**src/rtl/clk_div_pkg.sv**
```systemverilog
// Shared types and helpers for the run-time clock divider controller.
package clk_div_pkg;

    typedef enum logic [1:0] {
        OFF,
        RUN,
        PEND
    } state_e;

    localparam int unsigned DIV_MIN = 2;

    // Ratios below DIV_MIN cannot form a valid high/low period, so they are raised to it.
    function automatic logic [31:0] clamp_div(input logic [31:0] v);
        return (v < DIV_MIN) ? DIV_MIN : v;
    endfunction

endpackage

```
**src/rtl/clk_div_ctrl.sv**
```systemverilog
// Programmable clock divider with boundary-aligned ratio changes and start/stop.
module clk_div_ctrl
    import clk_div_pkg::*;
#(
    parameter int unsigned W       = 16,
    parameter int unsigned DEF_DIV = 2
) (
    input  logic         clk_i,
    input  logic         rst_i,
    input  logic         en_i,
    input  logic [W-1:0] cfg_div_i,
    input  logic         cfg_valid_i,
    output logic         cfg_ready_o,
    output logic         clk_o,
    output logic         tick_o,
    output logic [W-1:0] div_o,
    output logic         busy_o
);

    localparam logic [W-1:0] DIV_RESET = W'(DEF_DIV);
    localparam logic [W-1:0] ONE       = W'(1);

    state_e         state, state_d;
    logic [W-1:0]   cnt, cnt_d;
    logic [W-1:0]   div, div_d;
    logic [W-1:0]   pend, pend_d;
    logic           clk_d, tick_d;
    logic           accept, wrap, running_d;
    logic [W-1:0]   cfg_clamped;

    assign cfg_ready_o = (state != PEND);
    assign busy_o      = (state != OFF);
    assign div_o       = div;

    always_comb begin
        accept      = cfg_valid_i && cfg_ready_o;
        cfg_clamped = W'(clamp_div(32'(cfg_div_i)));
        wrap        = (cnt == (div - ONE));

        state_d = state;
        cnt_d   = cnt;
        div_d   = div;
        pend_d  = pend;

        unique case (state)
            OFF: begin
                cnt_d = '0;
                if (accept) begin
                    div_d = cfg_clamped;
                end
                if (en_i) begin
                    state_d = RUN;
                end
            end
            RUN: begin
                cnt_d = wrap ? '0 : cnt + ONE;
                if (accept) begin
                    // On the wrap edge the new ratio can govern the very next period directly.
                    if (wrap) begin
                        div_d = cfg_clamped;
                    end else begin
                        pend_d  = cfg_clamped;
                        state_d = PEND;
                    end
                end
                if (wrap && !en_i) begin
                    state_d = OFF;
                end
            end
            PEND: begin
                cnt_d = wrap ? '0 : cnt + ONE;
                if (wrap) begin
                    div_d   = pend;
                    state_d = en_i ? RUN : OFF;
                end
            end
            default: begin
                state_d = OFF;
                cnt_d   = '0;
            end
        endcase

        // Outputs are computed from next-cycle state so they leave the flops glitch-free.
        running_d = (state_d != OFF);
        clk_d     = running_d && (cnt_d < (div_d >> 1));
        tick_d    = running_d && (cnt_d == '0);
    end

    always_ff @(posedge clk_i or posedge rst_i) begin
        if (rst_i) begin
            state  <= OFF;
            cnt    <= '0;
            div    <= DIV_RESET;
            pend   <= DIV_RESET;
            clk_o  <= 1'b0;
            tick_o <= 1'b0;
        end else begin
            state  <= state_d;
            cnt    <= cnt_d;
            div    <= div_d;
            pend   <= pend_d;
            clk_o  <= clk_d;
            tick_o <= tick_d;
        end
    end

endmodule

```
**config.mk**
```make
export PLATFORM = sky130hd
export DESIGN_NAME = clk_div_ctrl
export DESIGN_NICKNAME = d
export VERILOG_FILES = /design/src/rtl/clk_div_pkg.sv /design/src/rtl/clk_div_ctrl.sv
export SDC_FILE = /design/constraint.sdc
export NUM_CORES = 1
export LEC_CHECK = 0
export CAP_MARGIN = 10
export CORE_MARGIN = 2
export CORE_UTILIZATION = 40
export DETAILED_ROUTE_END_ITERATION = 8
export GPL_TIMING_DRIVEN = 0
export PLACE_DENSITY = 0.57
export SYNTH_ARGS = -nofsm -noshare
export SYNTH_HDL_FRONTEND = slang
export SYNTH_SLANG_ARGS = --single-unit
```
**constraint.sdc**
```tcl
create_clock -name clk_i -period 4.84 [get_ports clk_i]
set_input_delay 0.484 -clock clk_i [delete_from_list [all_inputs] [get_ports clk_i]]
set_output_delay 0.484 -clock clk_i [all_outputs]
set_load 0.02 [all_outputs]
```
# == Yosys cells after proc, flatten, opt, wreduce, memory -nomap -nowiden ==
# Index checks and enable logic that the tools add are counted.
# word_totals
ff_bits,52
inputBits,20
output_inout_bits,20
elab_cells,48
# op_classes
n_addsub,2
n_lt_le_gt_ge,2
n_eq_ne,8
n_mux,15
n_bitwise,1
reduce_logical,13
# op_table
operator,n
16-bit two-way mux,7
16-bit one-hot mux with 3 select lines,1
"16-bit by 1-bit adder with 16-bit output, second input constant",1
16-bit equality test,1
16-bit zero test,1
16-bit by 15-bit less-than comparator with 1-bit output,1
"16-bit by 2-bit less-than comparator with 1-bit output, second input constant",1
"16-bit by 1-bit subtractor with 16-bit output, second input constant",1
2-bit two-way mux,5
"2-bit != test, second input constant",5
2-bit one-hot mux with 3 select lines,1
5-bit AND reduction,1
1-bit logical AND,4
2-bit nonzero test,2
3-bit AND reduction,1
3-bit nonzero test,1
"2-bit by 1-bit equality test with 1-bit output, second input constant",1
"2-bit equality test, second input constant",1
2-bit zero test,1
2-bit OR reduction,1
1-bit zero test,1
1-bit two-way mux,1
1-bit inverter,1

# == Logic depth before layout (Yosys ltp) ==
# Gate-level depths: netlist of run 1.
# depth
word_depth,8
ltp_mapped,21
mapped_depth_nobuf,19

# == Worst setup path after synthesis of run 1 ==
# OpenSTA, ideal clock, no wires.
# synth_path
path_type,register to register
start,"reg div[2], in the netlist div_o[2]"
end,reg clk_o
setup_time_ns,0.065
arrival_time_ns,4.225
required_ns,4.775
path_slack_ns,0.551
stages_incl_launch_ff,20
n_path_buf,4
synth_period_minus_slack_ns,4.289
cell_sequence,dfrtp_1 -> buf_4 -> nor4_4 -> buf_4 -> nand3_2 -> nor4_2 -> a211oi_2 -> or4_4 -> buf_6 -> nor3_4 -> buf_6 -> a221oi_2 -> ha_1 -> a21o_1 -> a21o_1 -> a21oi_1 -> o221ai_1 -> a211o_1 -> nor4_1 -> o21a_1
# synth_between
elab_chain_len,8
elab_cells_between_ends,18
classes_between,1 x add/sub; 1 x order compare; 1 x eq/ne; 12 x mux; 3 x reduce/logical
# synth_lines
element,line_no,source
start: declaration,clk_div_ctrl.sv:25,"logic [W-1:0] div, div_d;"
start signal: assignment,clk_div_ctrl.sv:100,div <= div_d;
branches (longest 7 deep; another with 16-bit by 1-bit subtractor with 16-bit output),n/a,
1-bit logical AND *,clk_div_ctrl.sv:85,clk_d = running_d && (cnt_d < (div_d >> 1));
via clk_d,clk_div_ctrl.sv:27,"logic clk_d, tick_d;"
end signal: assignment,clk_div_ctrl.sv:102,clk_o <= clk_d;
end: declaration,clk_div_ctrl.sv:14,"output logic clk_o,"
# Mark *: on every way through the listed nets, which the timed path passes. The select of a mux whose other input is x is not followed.
# A chain may end at the register's enable or synchronous reset.

# == Worst setup path after layout of run 1 ==
# Same ends and word-level chain as after synthesis.

==> impl_results.md, run 1 <==
* RSZ-0062 raised after global routing: no
* Die X at 103 um
* Number of global-route vias before repair at ~3200
* Critical Path Fanout Max at 10
* Final core occ at 0.516
* Fin. Hold Viols at 0
* Total global routing overflow at 0
* WL/cell at 17.7 um
* Crit path launch type: flip-flop
* Final setup viols at 0
* Iter 0 DRT Violations at between 200 and 250
* Hold Crit Class: reg2reg
* Share of layout cells above drive strength 1 at 0.231
* Status: completed
* Clock power share at 0.097
* H-tree depth at 2
* Max Clock Skew at approximately 0.017 ns
* Layout Nets at between 500 and 600
* Hold_buf cts at 0
* DRC Markers at 0
* DP Area at ~4500 sq um
* Reg power frac at 0.227
* Worst slack, placed at -0.146 ns
* Die footprint at between 10000 and 15000 sq um
* Die height at around 100 um
* Antenna violations before repair at 0
* Worst path required time at between 5 and 6 ns
* Comb pwr share at 0.676
* Largest net degree at the start of global routing at 30
* Worst Path Arrival at around 5 ns
* Crit. End Element: flip-flop
* Synth Instances at between 400 and 500
* Synth Net Count at ~470
* Switch Pwr at approximately 1.5 mW
* Final worst path period share at 0.973
* Worst skew pair latency at roughly 0.32 ns
* TritonCTS Buffers at 5
* Drt first pass iters at 5
* Detailed Route WL at between 10000 and 15000 um
* Most common cell after layout, fill and taps aside: dfrtp_1
* Ys async rst share at 1.00
* Area delta synth->final at 26.8%
* Dpl hpwl at between 8000 and 9000 um
* Vias at ~3600
* Post-synthesis register bit count at between 50 and 60
* Min Hold Slack at slightly above 0.5 ns
* Total power at around 3.3 mW
* Slew margin rel. at 0.391
* CTS tree: yes
* Routability cong. at roughly 0.93
* Worst vdd ir at between 0.3 and 0.4 mV
* Row count at 36
* Mapped Area at about 4000 sq um
* Design area at ~5000 sq um
* FMAX at about 210 MHz
* Slowest cell on crit path: or4_4
* CTS Buffer Depth at 2
* Core Footprint at between 9000 and 10000 sq um
* Io pins at 40
* Final setup margin at 0.132 ns
* Critical path, cell by cell: buf_6, nor4_4, buf_6, nand2_1, o311ai_2, o211ai_1, or4_4, buf_8, nor3_4, buf_6, a221oi_4, ha_1, a21o_1, a21o_1, a21oi_2, o221ai_2, a211o_1, nor4_2, o21a_1
* Port buffer count at 39
* Slew at the pin closest to its max-slew limit at between 0.9 and 1 ns
* Ant diodes at 0
* Routed wl met3 at about 500 um
* Sequential fraction of the synthesis area at 0.333
* Switching Share at 0.467
* Crit-path most repeated cell: buf_6
* DR WL met2 at ~5400 um
* Number of routed nets with antenna violations at 0
* Clock period minus worst slack at 4.71 ns
* EDFF count, synth at 0
* Post-synthesis area per instance at approximately 9.2 sq um
* Setup Crit Path Kind: reg2reg
* Netlist cell types at 70
* Clock slew at reported path FFs at 0.11 ns
* Pins Over Slew Limit at 0
* Synth Flop Type: dfrtp_1
* First-pass GRT wire length at about 17000 um
* GR Util All Layers at 0.216
* Most frequent cells in the layout: dfrtp_1 (50), nor2_1 (43), clkdlybuf4s50_1 (39)
* Pwr/cell area at around 660 nW/um^2
* CP top delay family: compound AO/OA/AOI/OAI gates
* Top routing layer used: met4
* Max cap viols at 0
* Sink Count at 52
* M1 WL at 5190 um
* Int Power at between 1.5 and 2 mW
* LEAKAGE at about 2.2 nW
* Via density at between 5 and 6
* Synth Warn # at 0
* CP peak stage delay at 0.52 ns
* Root buf cell: clkbuf_8
* Initial Util at 0.407
* WP buf/inv at 4
## cells in the mapped netlist (all sizes together) (2+ instances only)
cell    instances  share of area
nor3            9          0.016
or2             3         0.0048
a211oi          2         0.0051
nor2           46          0.045
nor2b          11          0.018
o21ai          11          0.014
a21o            9          0.017
mux2i           5          0.013
nand4          11          0.018
a31oi           2         0.0032
a22o           11          0.025
nor3b           3         0.0057
nor4           12          0.028
nand3          15          0.020
o21a            2         0.0038
a221oi         14          0.049
buf            14          0.027
clkbuf         13          0.012
dfstp           2          0.013
dfrtp          50           0.32
ha             20          0.064
a21oi          19          0.028
or3             3         0.0048
xor2           16          0.036
inv            25          0.024
mux2           13          0.037
o31ai           2         0.0038
nand2          31          0.032
o41ai           4          0.011
o211ai          3         0.0057
xnor2          20          0.045
and3            4         0.0064
## state kept, by name (all words and copies together), names as in the netlist
name / flops
cnt: 16
div_o: 16
pend: 16
state: 2
clk_o: 1
tick_o: 1
## final timing paths
check	cells past startpoint	from	endpoint	slack [ns]
setup / recovery	19	div_o[2]	clk_o	0.13
hold / removal	2	pend[3]	pend[3]	0.50
setup reg to reg	19	div_o[2]	clk_o	0.13
hold reg to reg	2	pend[3]	pend[3]	0.50
max in group asynchronous	3	rst_i	cnt[0]	3.69
min in group asynchronous	2	rst_i	pend[12]	0.57
## final cells by class
cell class | instances | area (sq um)
plain buffers | 26 | 181
well taps | 133 | 166
inverters | 25 | 93.8
clock inverters | 3 | 42.5
flip-flops and latches | 52 | 1300
fillers | 947 | 4670
multi-input cells | 321 | 2460
clock buffers | 5 | 68.8
repair buffers | 71 | 653
## what timing repair did
action | in CTS | in global routing
setup endpoints to repair | 1 | 1
buffers inserted | 1 | 29
gates resized for setup | 6 | 22
cloned | 0 | 1
pin swaps | 0 | 20
## power groups by stage
stage | Combinational, mW | Sequential, mW | Clock [mW]
after floorplan | 1.26 | 0.781 | 0
after global placement | 1.83 | 0.747 | 0
after detailed placement | 1.85 | 0.752 | 0
after CTS | 1.91 | 0.742 | 0.321
after global routing | 2.39 | 0.764 | 0.331
final | 2.21 | 0.743 | 0.317
## kinds of logic (layout without fill, tap and decap cells)
logic type,Yosys count,count (layout),synth area share
fa+ha+maj,20,20,0.0638
simple gates,156,156,0.216
compound gates,91,91,0.193
xor+xnor,36,36,0.0804
mux,18,18,0.0501
flops,52,52,0.333
buf+inv,52,130,0.0638
## layer usage
layer | vias to the layer above | GRT usage
li1 | 1699 | -
met1 | 1767 | 0.308
met2 | 104 | 0.350
met3 | 14 | 0.0258
met4 | 0 | 0.0516
met5 | - | 0
## metrics by stage
stage	setup TNS, ns	cells
2_1_floorplan	0	425
3_3_place_gp	-0.144	597
3_5_place_dp	-0.146	598
4_1_cts	0	607
5_1_grt	0	636
6_report	0	636
## worst reg2reg max path: stages (launching register included)
cell	delay, ns
dfrtp_1	0.40
buf_6	0.15
nor4_4	0.37
buf_6	0.18
nand2_1	0.08
o311ai_2	0.34
o211ai_1	0.21
or4_4	0.52
buf_8	0.16
nor3_4	0.20
buf_6	0.19
a221oi_4	0.09
ha_1	0.36
a21o_1	0.18
a21o_1	0.18
a21oi_2	0.17
o221ai_2	0.18
a211o_1	0.27
nor4_2	0.22
o21a_1	0.17
No activity file was read; power rests on OpenSTA's default activity.
==> run 2, diff against run 1 <==
--- a/config.mk
+++ b/config.mk
@@ -7,10 +7,11 @@
 export LEC_CHECK = 0
 export CAP_MARGIN = 10
 export CORE_MARGIN = 2
-export CORE_UTILIZATION = 40
+export CORE_UTILIZATION = 58
 export DETAILED_ROUTE_END_ITERATION = 8
 export GPL_TIMING_DRIVEN = 0
-export PLACE_DENSITY = 0.57
+export PLACE_DENSITY = 0.78
+export SKIP_LAST_GASP = 1
 export SYNTH_ARGS = -nofsm -noshare
 export SYNTH_HDL_FRONTEND = slang
 export SYNTH_SLANG_ARGS = --single-unit
==> run 2 against run 1 <==
Effect of this change: sequential power grew 2%; clock skew is 0.0011 ns higher; cell count down 12%; design area down 5.9%; critical endpoint unchanged; highest routed layer unchanged.
==> impl_results.md, run 2 (synthesis gave the netlist of run 1 again) <==
* Status: completed
* Via density at 6.27 (+11%)
* Worst Path Arrival at 4.94 ns (-0.02 ns)
* Clock slew at reported path FFs at 0.11 ns (about the same)
* Clock period minus worst slack at 4.67 ns (-0.0339 ns)
* Slew at the pin closest to its max-slew limit at 0.756 ns (-0.158 ns)
* Sink Count at 52 (unchanged)
* Worst vdd ir at 0.418 mV (+36%)
* Min Hold Slack at 0.481 ns (-0.0242 ns)
* Final setup viols at 0 (unchanged)
* Routability cong. at 0.943 (+1.2%)
* CP peak stage delay at 0.63 ns (+0.11 ns)
* Die footprint at 7430 sq um (-30%)
* First-pass GRT wire length at 16900 um (-2.6%)
* Fillcell total at 511 (-46%)
* Number of routed nets with antenna violations at 0 (unchanged)
* Row count at 29 (-19%)
* TritonCTS Buffers at 5 (unchanged)
* Max cap viols at 0 (unchanged)
* Max Clock Skew at 0.0183 ns (+0.00113 ns)
* Hold Crit Class: in2async
* Area delta synth->final at 19.3%
* Crit. End Element: flip-flop
* Critical Path Fanout Max at 10 (unchanged)
* Fin. Hold Viols at 0 (unchanged)
* Initial Util at 0.607 (+0.200)
* H-tree depth at 2 (unchanged)
* Pwr/cell area at 645 nW/um^2 (-2.0%)
* CTS tree: yes
* Critical path, cell by cell: buf_4, nor4_4, buf_6, nand3_2, nor4_4, a211oi_2, or4_4, a21oi_4, buf_6, a22o_1, a221oi_2, ha_1, a21o_1, a21o_1, a21oi_1, o221ai_2, a211o_1, nor4_2, o21a_1
* Share of layout cells above drive strength 1 at 0.183 (-0.0477)
* Drt first pass iters at 5 (unchanged)
* Most frequent cells in the layout: dfrtp_1 (50), nor2_1 (44), clkdlybuf4s50_1 (39)
* Die X at 86.2 um (-16%)
* Die height at 86.2 um (-16%)
* Crit path launch type: flip-flop
* Setup Crit Path Kind: reg2reg
* Detailed Route WL at 10600 um (-6.0%)
* Most common cell after layout, fill and taps aside: dfrtp_1
* Final worst path period share at 0.966 (-0.00700)
* Io pins at 40 (unchanged)
* CTS Buffer Depth at 2 (unchanged)
* Root buf cell: clkbuf_8
* Worst skew pair latency at 0.33 ns (about the same)
* FMAX at 214 MHz (+0.73%)
* Total global routing overflow at 0 (unchanged)
* Iter 0 DRT Violations at 227 (+13%)
* R2R setup slack at 0.17 ns (+0.03 ns)
* WL/cell at 18.9 um (+7.1%)
* Largest net degree at the start of global routing at 32 (+6.7%)
* Core Footprint at 6460 sq um (-33%)
* Dpl hpwl at 7920 um (-6.0%)
* DRC Markers at 0 (unchanged)
* Slowest cell on crit path: or4_4
* LEAKAGE at 2.07 nW (-6.2%)
* Layout Nets at 520 (-4.1%)
* Number of global-route vias before repair at 3343 (+2.9%)
* Port buffer count at 39 (unchanged)
* Ant diodes at 0 (unchanged)
* Slew margin rel. at 0.496 (+0.105)
* Worst r2r src: div_o[2]
* Crit path from: div_o[2]
* Setup TNS at 0 ns (unchanged)
* Total power at 3.02 mW (-7.8%)
* GR Util All Layers at 0.290 (+0.0745)
* Vias at 3501 (-2.3%)
* Worst path required time at 5.11 ns (+0.02 ns)
* Pins Over Slew Limit at 0 (unchanged)
* Antenna violations before repair at 0 (unchanged)
==> run 2: changes by cell type in the layout (fill, tap and decap cells not counted), sizes merged <==
cell      before  now
buf           46   23
bufinv         1    0
clkbuf        17   18
clkinv         1    2
clkinvlp       1    0
inv           25   26
==> run 2: area by class of cell <==
cell class              instances  area [sq um]  share of cell area
multi-input cells             321          2420               0.518
flip-flops and latches         52          1300               0.279
repair buffers                 48           495               0.106
plain buffers                  27           169              0.0361
well taps                      77          96.3              0.0206
inverters                      25          93.8              0.0201
clock buffers                   5          68.8              0.0147
clock inverters                 3          26.3             0.00562
==> run 2: final timing paths <==
| kind | cells after the start | end |
|---|---|---|
| max | 19 | clk_o |
| min | 2 | div_o[11] |
| max reg2reg | 19 | clk_o |
| min reg2reg | 2 | pend[3] |
| max in group asynchronous | 3 | pend[1] |
| min in group clk_i | 2 | pend[3] |
==> run 2: what timing repair did <==
item                       in CTS  in global routing
setup endpoints to repair       1                  1
resized for setup               2                 12
pin swaps                       0                  4
setup buffers                   0                  8
gates cloned                    0                  0
hold buffers                    0                  0
==> run 2: worst max-delay path, delay by kind of cell (launching register included) <==
| kind | cells | cell delay (ns) |
|---|---|---|
| buffers and inverters | 3 | 0.54 |
| and+or+nand+nor | 5 | 1.53 |
| DFF | 1 | 0.40 |
| AOI/OAI and AO/OA | 10 | 1.78 |
| adders and majority gates | 1 | 0.36 |
==> run 2: metrics by stage <==
stage                     cell area (sq um)  utilization  cells  setup WS, ns
final                                  4680        0.724    558         0.165
after global routing                   4680        0.724    558       -0.0276
after CTS                              4530        0.702    550      0.000634
after detailed placement               4430        0.685    542        -0.148
after global placement                 4410        0.682    541       0.00944
after floorplan                        3920            -    425         0.551
==> run 2: layer usage <==
layer  global-route usage  up-vias  share of wire
li1                     -     1648              -
met1                0.411     1705           0.46
met2                0.464      128           0.46
met3               0.0429       20          0.057
met4               0.0866        0          0.020
met5                    0        -              0
==> run 2: power breakdown <==
group	switching [mW]	total (mW)	internal [mW]
Combinational	1.15	1.99	0.842
Clock	0.165	0.271	0.106
Sequential	0.166	0.756	0.589
==> run 3, diff against run 2 <==
--- a/config.mk
+++ b/config.mk
@@ -7,10 +7,9 @@
 export LEC_CHECK = 0
 export CAP_MARGIN = 10
 export CORE_MARGIN = 2
-export CORE_UTILIZATION = 58
+export CORE_UTILIZATION = 30
 export DETAILED_ROUTE_END_ITERATION = 8
 export GPL_TIMING_DRIVEN = 0
-export PLACE_DENSITY = 0.78
 export SKIP_LAST_GASP = 1
 export SYNTH_ARGS = -nofsm -noshare
 export SYNTH_HDL_FRONTEND = slang
==> run 3 against run 2 <==
Effect of this change: combinational power grew 4%; design area increased by 4.9%; critical path depth decreased by 1; maximum frequency fell by 1.3%; clock power grew 37%; core utilization shrank 34 points; count of clock-buffer cells in the layout is the same; worst hold slack improved by 0.015 ns; setup slack got worse by 0.061 ns; largest cell class unchanged; largest power group unchanged; register-to-register slack worse by 0.06 ns.
==> impl_results.md, run 3 (synthesis gave the netlist of run 1 again) <==
* Slew margin rel. at 0.475 (-0.0209)
* Routability cong. at 0.891 (-5.5%)
* Setup TNS at 0 ns (unchanged)
* Worst hold stages at 2
* Iter 0 DRT Violations at 148 (-35%)
* Vias at 3489 (-0.34%)
* Port buffer count at 39 (unchanged)
* R2R setup slack at 0.10 ns (-0.06 ns)
* Die footprint at 14000 sq um (+88%)
* CTS Buffer Depth at 2 (unchanged)
* Dpl hpwl at 8570 um (+8.3%)
* Layout Nets at 528 (+1.5%)
* Die X at 118 um (+37%)
* Slew at the pin closest to its max-slew limit at 0.787 ns (+0.0314 ns)
* Initial Util at 0.309 (-0.298)
* Max cap viols at 0 (unchanged)
* GR Util All Layers at 0.157 (-0.133)
* Area delta synth->final at 25.2%
* CP peak stage delay at 0.60 ns (-0.03 ns)
* Ant diodes at 0 (unchanged)
* Setup Crit Path Kind: reg2reg
* LEAKAGE at 2.13 nW (+2.8%)
* TritonCTS Buffers at 5 (unchanged)
* Hold_buf cts at 0 (unchanged)
* WL/cell at 16.8 um (-11%)
* Io pins at 40 (unchanged)
* Total global routing overflow at 0 (unchanged)
* Core Footprint at 12700 sq um (+96%)
* Most common cell after layout, fill and taps aside: dfrtp_1
* Row count at 41 (+41%)
* First-pass GRT wire length at 17600 um (+3.8%)
* FMAX at 211 MHz (-1.3%)
* Largest net degree at the start of global routing at 29 (-9.4%)
* Number of routed nets with antenna violations at 0 (unchanged)
* Worst r2r src: div_o[7]
* Clock slew at reported path FFs at 0.07 ns (-0.04 ns)
* Worst vdd ir at 0.334 mV (-20%)
* Min Hold Slack at 0.496 ns (+0.0152 ns)
* Critical path, cell by cell: clkbuf_4, nor4_4, and2b_1, mux2i_1, o41a_1, or4_4, buf_6, nor3_4, buf_4, a221oi_2, ha_1, a21o_1, a21o_1, a21oi_2, o221ai_4, a211o_1, nor4_2, o21a_1
* Multi-input logic area at 2450 sq um (+1.0%)
* Sink Count at 52 (unchanged)
* H-tree depth at 2 (unchanged)
* Detailed Route WL at 11100 um (+5.0%)
* Pins Over Slew Limit at 0 (unchanged)
* Worst path required time at 5.07 ns (-0.04 ns)
* Crit-path most repeated cell: a21o_1
* Register area at 1300 sq um (unchanged)
* Hold Crit Class: reg2reg
* Worst Path Arrival at 4.97 ns (+0.03 ns)
* Number of global-route vias before repair at 3292 (-1.5%)
* Max Clock Skew at 0.00689 ns (-0.0114 ns)
* Clock period minus worst slack at 4.74 ns (+0.0611 ns)
* Final setup viols at 0 (unchanged)
* DRC Markers at 0 (unchanged)
* Hold Crit Start: pend[2]
* Worst min-delay path endpoint: pend[2]
* Share of layout cells above drive strength 1 at 0.204 (+0.0215)
* Slowest cell on crit path: or4_4
* Crit. End Element: flip-flop
* Via density at 5.28 (-16%)
* Die height at 118 um (+37%)
* Pwr/cell area at 649 nW/um^2 (+0.58%)
* Drt first pass iters at 5 (unchanged)
* Status: completed
* Most frequent cells in the layout: dfrtp_1 (50), nor2_1 (44), clkdlybuf4s50_1 (39)
* CTS tree: yes
* Antenna violations before repair at 0 (unchanged)
* Final worst path period share at 0.978 (+0.0126)
* R2R depth at 18 (-1)
* Fin. Hold Viols at 0 (unchanged)
* Critical Path Fanout Max at 10 (unchanged)
* R2R Path End: clk_o
* Crit path launch type: flip-flop
* Fillcell total at 1265 (+150%)
* Worst skew pair latency at 0.31 ns (-0.02 ns)
* Root buf cell: clkbuf_16
==> run 3: layout make-up <==
| type | instances | area share |
|---|---|---|
| Sequential cell | 52 | 0.266 |
| Timing Repair Buffer | 56 | 0.108 |
| Clock inverter | 3 | 0.00382 |
| Inverter | 25 | 0.0191 |
| Multi-Input combinational cell | 321 | 0.499 |
| Clock buffer | 5 | 0.0255 |
| Tap cell | 172 | 0.0438 |
| Buffer | 27 | 0.0349 |
==> run 3: routing by layer <==
metal / vias up / part of all wire / track usage
met3: 17 / 0.037 / 0.0241
met2: 94 / 0.48 / 0.265
met5: - / 0 / 0
li1: 1662 / - / -
met4: 0 / 0.019 / 0.0505
met1: 1716 / 0.46 / 0.206
==> run 3: critical path, delay by kind of cell, from the launching register on <==
family	cells	cell delay (ns)
AO/OA/AOI/OAI	8	1.72
AND/OR/NAND/NOR	5	1.58
buffers and inverters	3	0.53
multiplexers	1	0.11
flip-flops	1	0.38
adder cells (fa/ha/maj)	1	0.35
==> run 3: worst max-delay path by stage <==
stage	start	end	slack (ns)	cells after the start
final	div_o[7]	clk_o	0.10	18
after global placement	div_o[2]	clk_o	-0.20	17
after floorplan	div_o[2]	clk_o	0.55	19
after CTS	div_o[2]	clk_o	0.04	17
after global routing	div_o[7]	clk_o	-0.09	18
after detailed placement	div_o[2]	clk_o	-0.24	17
==> run 3: power breakdown <==
part / switching [mW] / internal, mW
registers: 0.162 / 0.590
logic: 1.17 / 0.896
clock network: 0.179 / 0.192
==> run 3: repair_timing <==
item | 4_1_cts | 5_1_grt
buffers inserted | 5 | 11
gates resized for setup | 5 | 15
setup endpoints to repair | 1 | 1
pin swaps | 0 | 14
==> run 3: through the flow <==
stage	cell area, sq um	std cells	worst slack (ns)	power (mW)	utilization
after detailed placement	4550	637	-0.243	2.60	0.359
after floorplan	3920	425	0.551	2.04	-
final	4910	661	0.104	3.19	0.387
after global routing	4910	661	-0.0922	3.39	0.387
after global placement	4530	636	-0.200	2.56	0.357
after CTS	4760	650	0.0392	3.02	0.375
